==> config.mk <==
export PLATFORM = sky130hd
export DESIGN_NAME = uart_tx_fifo
export DESIGN_NICKNAME = d
export VERILOG_FILES = /design/src/rtl/uart_pkg.sv /design/src/rtl/sync_fifo.sv /design/src/rtl/uart_tx_fifo.sv
export SDC_FILE = /design/constraint.sdc
export NUM_CORES = 1
export LEC_CHECK = 0
export ABC_AREA = 1
export BUFFER_PORTS_ARGS = -buffer_cell sky130_fd_sc_hd__buf_4
export CAP_MARGIN = 30
export CELL_PAD_IN_SITES_DETAIL_PLACEMENT = 1
export CELL_PAD_IN_SITES_GLOBAL_PLACEMENT = 1
export CORE_ASPECT_RATIO = 1.2
export CORE_MARGIN = 10
export CORE_UTILIZATION = 44
export CTS_BUF_LIST = sky130_fd_sc_hd__clkbuf_4 sky130_fd_sc_hd__clkbuf_8
export DETAILED_ROUTE_END_ITERATION = 10
export PLACE_DENSITY_LB_ADDON = 0.1
export SYNTH_ARGS = -nofsm -noshare
export SYNTH_HDL_FRONTEND = slang
export SYNTH_SLANG_ARGS = --single-unit
==> constraint.sdc <==
create_clock -name clk -period 2 [get_ports clk]
set_input_delay 0 -clock clk [delete_from_list [all_inputs] [get_ports clk]]
set_output_delay 0 -clock clk [all_outputs]
set_load 0.02 [all_outputs]
==> src/rtl/uart_pkg.sv <==
// Shared types and constants for the UART transmit path.
//   tx_fifo_state_t : launch controller states
//   UART_BYTE_W     : width of one UART data byte
//   TX_FIFO_DEPTH   : default depth of the transmit byte queue
package uart_pkg;

    typedef enum logic [1:0] {IDLE, LAUNCH, BUSY, DRAIN} tx_fifo_state_t;

    localparam int UART_BYTE_W   = 8;
    localparam int TX_FIFO_DEPTH = 16;

endpackage

==> src/rtl/sync_fifo.sv <==
// Single-clock FIFO with occupancy count and synchronous flush.
//   clk, rst_n    : clock, asynchronous active-low reset
//   flush         : drop all entries on the next edge (wins over push/pop)
//   push, wdata   : write request; ignored while full
//   pop           : advance read pointer; ignored while empty
//   rdata         : head entry (combinational read)
//   level         : number of stored entries, 0..DEPTH
//   full, empty   : derived from level
module sync_fifo #(
    parameter int DEPTH = 16,
    parameter int WIDTH = 8,
    parameter int LVL_W = $clog2(DEPTH) + 1
) (
    input  logic             clk,
    input  logic             rst_n,
    input  logic             flush,
    input  logic             push,
    input  logic [WIDTH-1:0] wdata,
    input  logic             pop,
    output logic [WIDTH-1:0] rdata,
    output logic [LVL_W-1:0] level,
    output logic             full,
    output logic             empty
);

    localparam int PTR_W = LVL_W - 1;

    logic [WIDTH-1:0] mem_q [DEPTH];
    logic [PTR_W-1:0] wptr_q, wptr_d, rptr_q, rptr_d;
    logic [LVL_W-1:0] level_q, level_d;
    logic             do_push, do_pop;

    assign full    = (level_q == LVL_W'(DEPTH));
    assign empty   = (level_q == '0);
    assign do_push = push & ~full & ~flush;
    assign do_pop  = pop & ~empty & ~flush;
    assign rdata   = mem_q[rptr_q];
    assign level   = level_q;

    // Pointers wrap naturally since DEPTH is a power of two.
    always_comb begin
        wptr_d  = wptr_q;
        rptr_d  = rptr_q;
        level_d = level_q;
        if (flush) begin
            wptr_d  = '0;
            rptr_d  = '0;
            level_d = '0;
        end else begin
            if (do_push) wptr_d = wptr_q + PTR_W'(1);
            if (do_pop)  rptr_d = rptr_q + PTR_W'(1);
            case ({do_push, do_pop})
                2'b10:   level_d = level_q + LVL_W'(1);
                2'b01:   level_d = level_q - LVL_W'(1);
                default: level_d = level_q;
            endcase
        end
    end

    always_ff @(posedge clk or negedge rst_n) begin
        if (!rst_n) begin
            wptr_q  <= '0;
            rptr_q  <= '0;
            level_q <= '0;
        end else begin
            wptr_q  <= wptr_d;
            rptr_q  <= rptr_d;
            level_q <= level_d;
        end
    end

    // Storage needs no reset: contents are only visible through level.
    always_ff @(posedge clk) begin
        if (do_push) mem_q[wptr_q] <= wdata;
    end

endmodule

==> src/rtl/uart_tx_fifo.sv <==
// Byte queue and launch controller feeding the UART transmitter.
//   clk, rst_n          : clock, asynchronous active-low reset
//   in_valid/in_data    : producer write port, accepted when in_ready
//   in_ready            : FIFO not full (registered state only)
//   flush               : discard all queued bytes
//   clr_ovf             : clear the sticky overflow flag
//   tx_start/tx_data    : one-cycle launch pulse and byte to send
//   tx_active/tx_done   : transmitter busy / completion flag
//   level               : queued byte count
//   overflow            : sticky, write attempted while full
module uart_tx_fifo
    import uart_pkg::*;
#(
    parameter int DEPTH = TX_FIFO_DEPTH,
    parameter int LVL_W = $clog2(DEPTH) + 1
) (
    input  logic                   clk,
    input  logic                   rst_n,
    input  logic                   in_valid,
    input  logic [UART_BYTE_W-1:0] in_data,
    output logic                   in_ready,
    input  logic                   flush,
    input  logic                   clr_ovf,
    output logic                   tx_start,
    output logic [UART_BYTE_W-1:0] tx_data,
    input  logic                   tx_active,
    input  logic                   tx_done,
    output logic [LVL_W-1:0]       level,
    output logic                   overflow
);

    tx_fifo_state_t         state_q, state_d;
    logic [UART_BYTE_W-1:0] tx_data_q, tx_data_d;
    logic                   ovf_q, ovf_d;
    logic [UART_BYTE_W-1:0] head;
    logic                   full, empty, pop;

    sync_fifo #(
        .DEPTH (DEPTH),
        .WIDTH (UART_BYTE_W),
        .LVL_W (LVL_W)
    ) u_fifo (
        .clk   (clk),
        .rst_n (rst_n),
        .flush (flush),
        .push  (in_valid),
        .wdata (in_data),
        .pop   (pop),
        .rdata (head),
        .level (level),
        .full  (full),
        .empty (empty)
    );

    assign in_ready = ~full;
    assign tx_start = (state_q == LAUNCH);
    assign tx_data  = tx_data_q;
    assign overflow = ovf_q;

    // The transmitter is not reset with us, so a launch also waits for any
    // byte it is still finishing (tx_active) or signalling (tx_done).
    always_comb begin
        state_d   = state_q;
        tx_data_d = tx_data_q;
        pop       = 1'b0;
        case (state_q)
            IDLE: begin
                if (!empty && !tx_active && !tx_done && !flush) begin
                    state_d   = LAUNCH;
                    tx_data_d = head;
                    pop       = 1'b1;
                end
            end
            LAUNCH:  state_d = BUSY;
            BUSY:    if (tx_done)  state_d = DRAIN;
            DRAIN:   if (!tx_done) state_d = IDLE;
            default: state_d = IDLE;
        endcase
    end

    // Setting has priority over clearing so no overflow event is lost.
    always_comb begin
        ovf_d = ovf_q;
        if (in_valid && full) ovf_d = 1'b1;
        else if (clr_ovf)     ovf_d = 1'b0;
    end

    always_ff @(posedge clk or negedge rst_n) begin
        if (!rst_n) begin
            state_q   <= IDLE;
            tx_data_q <= '0;
            ovf_q     <= 1'b0;
        end else begin
            state_q   <= state_d;
            tx_data_q <= tx_data_d;
            ovf_q     <= ovf_d;
        end
    end

endmodule

==> results of run 1 <==
-- sequential cells by signal, indices dropped and copies added, names as in the netlist --
name,flops
overflow,1
state_q,2
tx_data,8
u_fifo.level,5
u_fifo.mem_q,128
u_fifo.rptr_q,4
u_fifo.wptr_q,4
-- repair_timing --
action	CTS	global route
hold buffers	15	0
cloned	0	0
hold endpoints to repair	156	0
pin swaps	3	7
resized for setup	7	3
setup endpoints to repair	2	7
buffers inserted	4	6
-- cell type report --
| cell class | instances | area, um^2 | share of cell area |
|---|---|---|---|
| clock inverter | 9 | 76.3 | 0.00933 |
| timing repair buffer | 110 | 911 | 0.111 |
| tap | 204 | 255 | 0.0312 |
| sequential | 152 | 4450 | 0.544 |
| multi-input combinational | 410 | 2040 | 0.249 |
| inverter | 39 | 149 | 0.0182 |
| clock buffer | 23 | 298 | 0.0364 |
-- worst max-delay path, cell delays in order (launching register included) --
cell	delay [ns]
sky130_fd_sc_hd__dfrtp_1	0.40
sky130_fd_sc_hd__inv_2	0.09
sky130_fd_sc_hd__ha_4	0.15
sky130_fd_sc_hd__nand3_4	0.12
sky130_fd_sc_hd__inv_4	0.10
sky130_fd_sc_hd__nand2_4	0.05
sky130_fd_sc_hd__fa_2	0.35
sky130_fd_sc_hd__nand3b_1	0.20
sky130_fd_sc_hd__nand2_1	0.09
sky130_fd_sc_hd__nand2_1	0.07
sky130_fd_sc_hd__nand2_1	0.09
sky130_fd_sc_hd__inv_1	0.05
sky130_fd_sc_hd__nand2_1	0.06
sky130_fd_sc_hd__nand2_1	0.05
sky130_fd_sc_hd__nand2_1	0.05
sky130_fd_sc_hd__nand2_1	0.04
-- stage by stage --
step | hold WS, ns | util | total power, W
2_1_floorplan | -0.296 | - | 0.00422
3_3_place_gp | -0.0792 | 0.502 | 0.00466
3_5_place_dp | -0.0724 | 0.502 | 0.00472
4_1_cts | 0.0173 | 0.542 | 0.00700
5_1_grt | 0.0610 | 0.547 | 0.00728
6_report | 0.0375 | 0.547 | 0.00697
-- cell usage in the layout (no fill, tap or decap), types with 2 or more instances in the layout --
cell	count
sky130_fd_sc_hd__a21oi_2	2
sky130_fd_sc_hd__clkbuf_8	20
sky130_fd_sc_hd__nand3_4	3
sky130_fd_sc_hd__inv_1	32
sky130_fd_sc_hd__o21ai_0	30
sky130_fd_sc_hd__ha_4	3
sky130_fd_sc_hd__dfrtp_2	6
sky130_fd_sc_hd__clkbuf_4	3
sky130_fd_sc_hd__nor2_4	3
sky130_fd_sc_hd__clkinv_2	6
sky130_fd_sc_hd__clkinv_1	2
sky130_fd_sc_hd__dlygate4sd3_1	14
sky130_fd_sc_hd__nand2_4	3
sky130_fd_sc_hd__nand3_1	65
sky130_fd_sc_hd__nand2_1	175
sky130_fd_sc_hd__ha_1	10
sky130_fd_sc_hd__buf_12	4
sky130_fd_sc_hd__a21oi_1	4
sky130_fd_sc_hd__edfxtp_1	128
sky130_fd_sc_hd__inv_2	4
sky130_fd_sc_hd__o21ai_1	9
sky130_fd_sc_hd__nor3_1	13
sky130_fd_sc_hd__nor2_1	72
sky130_fd_sc_hd__nand4_1	5
sky130_fd_sc_hd__dfrtp_1	18
sky130_fd_sc_hd__buf_4	92
-- how the worst max path moves through the flow --
stage                    startpoint              end  slack, ns
finish                   state_q[1]  u_fifo.level[4]      -0.06
global route             state_q[1]  u_fifo.level[4]      -0.22
CTS                 u_fifo.level[1]  u_fifo.level[4]      0.002
detailed placement       state_q[0]  u_fifo.level[4]      -0.09
global placement         state_q[0]  u_fifo.level[4]      -0.02
floorplan           u_fifo.level[2]  u_fifo.level[3]      -0.03
-- report_power, final --
group / switching, W / leakage [nW] / internal, W / total (W)
Clock: 0.00113 / 0.199 / 0.00111 / 0.00224
Sequential: 0.0000939 / 1.46 / 0.00356 / 0.00366
Combinational: 0.000619 / 1.69 / 0.000459 / 0.00108
-- logic make-up (layout without fill, tap and decap cells) --
group	after synthesis	in the layout	share of synthesized area
AO/OA/AOI/OAI	46	46	0.0347
XOR/XNOR	2	2	0.00263
adder cells (fa/ha/maj)	14	14	0.0274
buffers and inverters	67	181	0.0433
flip-flops	152	152	0.666
multiplexers	1	1	0.00150
AND/OR/NAND/NOR	347	347	0.225
-- layer usage --
metal	part of all wire	vias up	GRT usage
li1	-	2320	-
met1	0.41	2521	0.222
met2	0.52	98	0.328
met3	0.040	37	0.0351
met4	0.027	0	0.0834
met5	0	-	0
==> results by stage, run 1 <==
Floorplanning:
- The die is 132 um wide.
- The vertical die dimension is 155 um.
- The initial utilization of the core area, before any placement, comes to 0.446.
- The floorplan row count is 49.
- The I/O pin count is 31.
- The area of the die is 20500 um^2.
- After floorplanning, the core was sized to cover 15000 um^2.

Yosys:
- The synthesized design contains 128 enable-type register cells.
- The post-synthesis instance total is 629.
- Yosys printed 0 warnings.
- Counting flops and latches in the post-synthesis netlist gives 152.
- Each instance of the synthesized netlist takes up on average 10.6 um^2.
- The fraction of synthesis flops using an asynchronous set or reset pin is 0.158.
- By area the synthesized netlist is led by sky130_fd_sc_hd__edfxtp_1 58%, sky130_fd_sc_hd__nand2_1 9.8%, sky130_fd_sc_hd__dfrtp_1 9.0%, sky130_fd_sc_hd__nand3_1 4.9%, sky130_fd_sc_hd__nor2_1 4.2%.
- In the synthesized netlist the dominant register cell turns out to be sky130_fd_sc_hd__edfxtp_1.
- Counting instances in the post-synthesis netlist gives the leading cell types as 175 x sky130_fd_sc_hd__nand2_1, 128 x sky130_fd_sc_hd__edfxtp_1, 75 x sky130_fd_sc_hd__nor2_1.
- The distinct cell type count of the synthesized netlist is 33.
- The synthesized cell area is 6670 um^2.
- The area share of the leading cell type in the synthesized netlist is 0.576.
- The part of the Yosys area used for sequential elements is 0.666.
- The largest total area in the synthesized netlist belongs to sky130_fd_sc_hd__edfxtp_1.
- The number of nets produced by synthesis is 658.
- The most common cell in the synthesized netlist is sky130_fd_sc_hd__nand2_1.

Routing:
- In this run, the number of DRC markers left after iteration 0 of detailed routing was 327.
- After detailed routing, the total wire length is 19000 um.
- In the routed layout, each cell is associated on average with a via count of 5.25.
- Before antenna repair, the detailed router went through 5 iterations.
- The post-detailed-route count of antenna-violating nets is 0.
- The DRC violation count after routing is 0.
- The routed length per instance is 20.1 um.
- The total vias in the final route is 4976.

Timing:
- Setup repair after global routing could not meet its margin everywhere.
- For the pin with the worst max-slew slack, the measured transition is 0.663 ns.
- The achievable clock frequency is 485 MHz.
- The worst clock skew is 0.0111 ns.
- Setup violations remaining at the end of the flow were counted as 6.
- After routing, the total negative slack on setup checks comes to -0.214 ns.
- The post-route worst setup slack is -0.0623 ns.
- The final hold violation count is 0.
- The total count of max-transition violations in the final report is 0.
- In this run the tightest slew margin relative to its limit is 0.555.
- In the finished design, the share of the clock period the worst path needs comes to 1.03.
- The shortest clock period the worst path allows after layout is 2.06 ns.

Worst hold path:
- The worst hold path begins at tx_active.
- The path with the worst hold slack has its endpoint at state_q[1].
- The path class of the tightest hold or removal check is in2reg.
- The cell depth of the worst min-delay path is 6.

Global route:
- Across every metal layer, demand over resource in global routing totals 0.188.
- The first global-routing pass estimated 29500 um of wire.
- The number of global-route vias before repair was 5366.
- The maximum number of pins on one net before global-route repair is 41.
- The initial antenna violation count was 0.
- The total overflow left after global routing is 0.

Clock network:
- The root cell of the clock tree is sky130_fd_sc_hd__clkbuf_8.
- Counting every sink on the clock net gives 152.
- The TritonCTS clock tree is done.
- Buffers inserted during clock tree synthesis total 17.
- The number of H-tree levels is 4.
- The maximum count of clock buffers along a single path is 2.
- The later pin in the worst-skew pair is clocked with a latency of 0.46 ns.
- After clock tree synthesis, the clock-pin slew on the worst setup and hold paths is 0.08 ns.

Placed design:
- The final weighted congestion in routability-driven placement is 0.856.
- After legalization and detailed placement, the total HPWL measured 12700 um.
- Buffers placed on the I/O ports in this run total 30.
- The instance area after placement is 7510 um^2.
- The number of instances in the placed design is 890.
- The setup slack after placement is -0.0936 ns.

Worst setup path:
- The highest fanout seen on the critical path is 4.
- The number of cells on the worst reg-to-reg path is 15.
- The register-to-register setup slack is -0.06 ns.
- The startpoint kind of the worst setup timing path is a flip-flop.
- The worst setup path is captured at a flip-flop.
- STA puts the critical path data required time at 2.36 ns.
- Data on the critical path arrives at its endpoint at 2.42 ns.
- The worst register-to-register path begins at state_q[1].
- The endpoint identified for the worst register-to-register timing path is u_fifo.level[4].
- The setup path with the least slack is of type reg2reg.

Final layout:
- The total of fill cells in the finished design is 1690.
- Once layout is done, the placed cells without fillers occupy 8180 um^2.
- Of the cells placed in the final design, the portion with a size suffix greater than 1 is 0.217.
- The final net count is 759.
- The final non-filler cell total is 947.
- Relative to the synthesized area, the layout overhead comes to 22.6%.
- The total inserted antenna cells is 0.

Pwr:
- The static leakage is 3.35 nW.
- VDD sags by at most 0.733 mV.
- The power per unit of standard cell area is 852 nW/um^2.

Job:
- Across the run, the number of max-cap violations was 0.

Run status:
- The final reports fail on negative setup slack.
- The flow ran to the end, but the final reports show violations.
(Power assumes the default switching activity.)
==> inputs of run 2 (changes only) <==
--- a/config.mk
+++ b/config.mk
@@ -12,7 +12,7 @@
 export CELL_PAD_IN_SITES_GLOBAL_PLACEMENT = 1
 export CORE_ASPECT_RATIO = 1.2
 export CORE_MARGIN = 10
-export CORE_UTILIZATION = 44
+export CORE_UTILIZATION = 46
 export CTS_BUF_LIST = sky130_fd_sc_hd__clkbuf_4 sky130_fd_sc_hd__clkbuf_8
 export DETAILED_ROUTE_END_ITERATION = 10
 export PLACE_DENSITY_LB_ADDON = 0.1
==> run 2 against run 1 <==
The flow now finishes without violations. Clock skew down 0.0023 ns. Via count down 4.1%. Critical path depth unchanged. Clock power about the same. Cell area down 1.9%. First-iteration DRC count down 2.1%. Wire length down 8.6%. Combinational power about the same. Global-route usage down 0.47 points. Utilization up 1.5 points. Largest power group unchanged.
==> results by stage, run 2 (synthesis results as in run 1) <==
Timing:
- Setup repair after global routing could not meet its margin everywhere.
- The final hold violation count is 0.
- Across the routed clock network, the largest skew measured is 0.00876 ns.
- Measured against its own limit, the worst slew margin works out to 0.619.
- For the pin with the worst max-slew slack, the measured transition is 0.568 ns.
- The smallest clock period supported by the final layout is computed as 1.97 ns.
- Setup violations remaining at the end of the flow were counted as 0.
- The achievable clock frequency is 507 MHz.
- Dividing the final minimum period by the clock period gives 0.986.
- The total count of max-transition violations in the final report came to 0.

Global route:
- The total global routing track utilization is 0.183.
- The initial antenna violation count is 0.
- Entering global routing, the biggest net connects 37 pins.
- The number of global-route vias before repair is 5111.
- The first global-routing pass estimated 27900 um of wire.
- The overflow left after global routing is 0.

Worst setup path:
- For the worst flop-to-flop path, the logic depth is 15.
- The launching element of the worst setup path is state_q[0].
- For flop-to-flop paths, the worst setup slack is 0.03 ns.
- The critical path class is reg2reg.
- The required time reported for the critical path endpoint is 2.34 ns.
- The startpoint identified for the worst register-to-register timing path is state_q[0].
- The critical path ends at u_fifo.level[4].
- The nature of the critical path endpoint is a flip-flop.
- The highest fanout seen on the critical path is 4.
- The worst setup path is launched from a flip-flop.
- The arrival time reported for the critical path endpoint is 2.31 ns.
- In this run the critical register-to-register path is captured at u_fifo.level[4].

Floorplanning:
- The initial utilization of the core area, before any placement, comes to 0.467.
- The core outline area is 14300 um^2.
- 31 I/O pins were placed.
- The die is 152 um tall.
- The floorplan step set the die width to 130 um.
- The floorplan row count is 48.
- The floorplan step defined a die boundary enclosing 19700 um^2.

Routing:
- The count of nets left with antenna violations once routing finished came out at 0.
- After detailed routing, the average wire length per cell comes to 19.2 um.
- The post-detailed-route via-to-cell ratio is 5.28.
- In the routed design, unresolved DRC markers number 0.
- Detailed routing inserted a total of 4774 vias.
- The routed wire length is 17400 um.
- The detailed router's first-iteration violation count is 320.
- The number of optimization iterations in the first detailed-route pass is 5.

Final layout:
- The number of flip-flops under the largest register name is 128.
- The fraction of final layout cells with drive strength greater than 1 is 0.200.
- After the last flow step, the layout net total stands at 746.
- The top register by number of flip-flops is u_fifo.mem_q.
- The repair_antennas step left the layout with diodes totalling 0.
- From synthesis to final layout, the design area changed by 20.3%.
- Summing all multi-input logic gate instances after layout gives 2030 um^2.
- The layout has 1570 filler cells.
- After the flow finishes, the layout carries non-filler instances totaling 905.
- The top cell types in the final layout, fill and taps aside, are 175 x sky130_fd_sc_hd__nand2_1, 128 x sky130_fd_sc_hd__edfxtp_1, 81 x sky130_fd_sc_hd__buf_4.
- The post-layout utilization of the core is 0.562.
- Across the whole layout, storage elements account for 4450 um^2.
- The most common cell after layout, fill and taps aside is sky130_fd_sc_hd__nand2_1.

Worst hold path:
- The worst hold path belongs to the class in2reg.

Clock network:
- The number of clock sinks is 152.
- The clock insertion delay at the later pin of the skew report is 0.44 ns.
- The tree is rooted in a sky130_fd_sc_hd__clkbuf_8.
- The number of H-tree levels is 4.
- The TritonCTS clock tree is done.
- The clock buffer count from CTS is 17.
- The longest clock path from root to sink contains 2 buffers.
- The clock transition at the registers of the reported paths is 0.08 ns.

Placed design:
- The number of port buffers is 30.
- The congestion estimate from routability-driven global placement came to 0.839.
- The detailed-placement wirelength estimate is 12000 um.
- Once placement completed, the tool counted placed cells totaling 852.

Pwr:
- In this run the static leakage power is 3.29 nW.
- The design draws 0.00699 W.
- The power per unit of standard cell area is 871 nW/um^2.
- The maximum VDD drop is 0.745 mV.

Run status:
- The run finished with clean final reports.

Job:
- The tool flagged a number of max-cap violations equal to 0.
[run 2: how the worst min path moves through the flow]
stage,startpoint,end,depth (start not counted)
final,in_valid,u_fifo.wptr_q[2],3
after global routing,in_valid,u_fifo.wptr_q[2],3
after CTS,in_valid,u_fifo.wptr_q[2],3
after detailed placement,rst_n,tx_data[1],1
after global placement,rst_n,u_fifo.level[3],1
after floorplan,rst_n,overflow,0
[run 2: critical path, stage by stage (launching register included)]
cell and delay (ns):
sky130_fd_sc_hd__dfrtp_1 0.39, sky130_fd_sc_hd__inv_2 0.09, sky130_fd_sc_hd__ha_4 0.15, sky130_fd_sc_hd__nand3_4 0.14, sky130_fd_sc_hd__inv_4 0.10, sky130_fd_sc_hd__nand2_4 0.05
sky130_fd_sc_hd__fa_2 0.33, sky130_fd_sc_hd__nand3b_1 0.19, sky130_fd_sc_hd__nand2_1 0.08, sky130_fd_sc_hd__nand2_1 0.05, sky130_fd_sc_hd__nand2_1 0.07, sky130_fd_sc_hd__inv_1 0.04
sky130_fd_sc_hd__nand2_1 0.05, sky130_fd_sc_hd__nand2_1 0.04, sky130_fd_sc_hd__nand2_1 0.05, sky130_fd_sc_hd__nand2_1 0.05
[run 2: cell type report]
| cell class | count | share of cell area |
|---|---|---|
| sequential | 152 | 0.554 |
| multi-input combinational | 410 | 0.253 |
| tap | 175 | 0.0273 |
| clock buffer | 24 | 0.0396 |
| inverter | 39 | 0.0185 |
| timing repair buffer | 97 | 0.0982 |
| clock inverter | 8 | 0.00873 |
[run 2: metal layers]
metal	GRT usage	share of wire	up-vias	routed length, um
met2	0.295	0.49	96	8500
met3	0.0435	0.041	25	705
li1	-	-	2292	-
met4	0.0687	0.023	0	402
met1	0.234	0.45	2361	7760
met5	0	0	-	0
[run 2: report_power, final]
group | switching, W | leakage (nW) | total, W | internal [W]
Combinational | 0.000625 | 1.62 | 0.00109 | 0.000469
Clock | 0.00108 | 0.203 | 0.00224 | 0.00117
Sequential | 0.0000890 | 1.46 | 0.00365 | 0.00357
[run 2: metrics by stage]
step                      hold WS, ns  TNS (ns)  area [um^2]  setup slack (ns)
after floorplan                -0.296   -0.0653         6730           -0.0350
after global placement        -0.0728   -0.0169         7390           -0.0169
after detailed placement      -0.0737   -0.0663         7390           -0.0638
after CTS                     0.00389   -0.0296         7970           -0.0286
after global routing           0.0559    -0.200         8030            -0.146
final                          0.0334         0         8030            0.0278
[run 2: repair_timing]
action / 4_1_cts / 5_1_grt
resized for setup: 8 / 2
pin swaps: 2 / 4
endpoints found under the hold margin: 156 / 0
hold buffers: 15 / 0
setup buffers: 0 / 6
endpoints found under the setup margin: 2 / 2
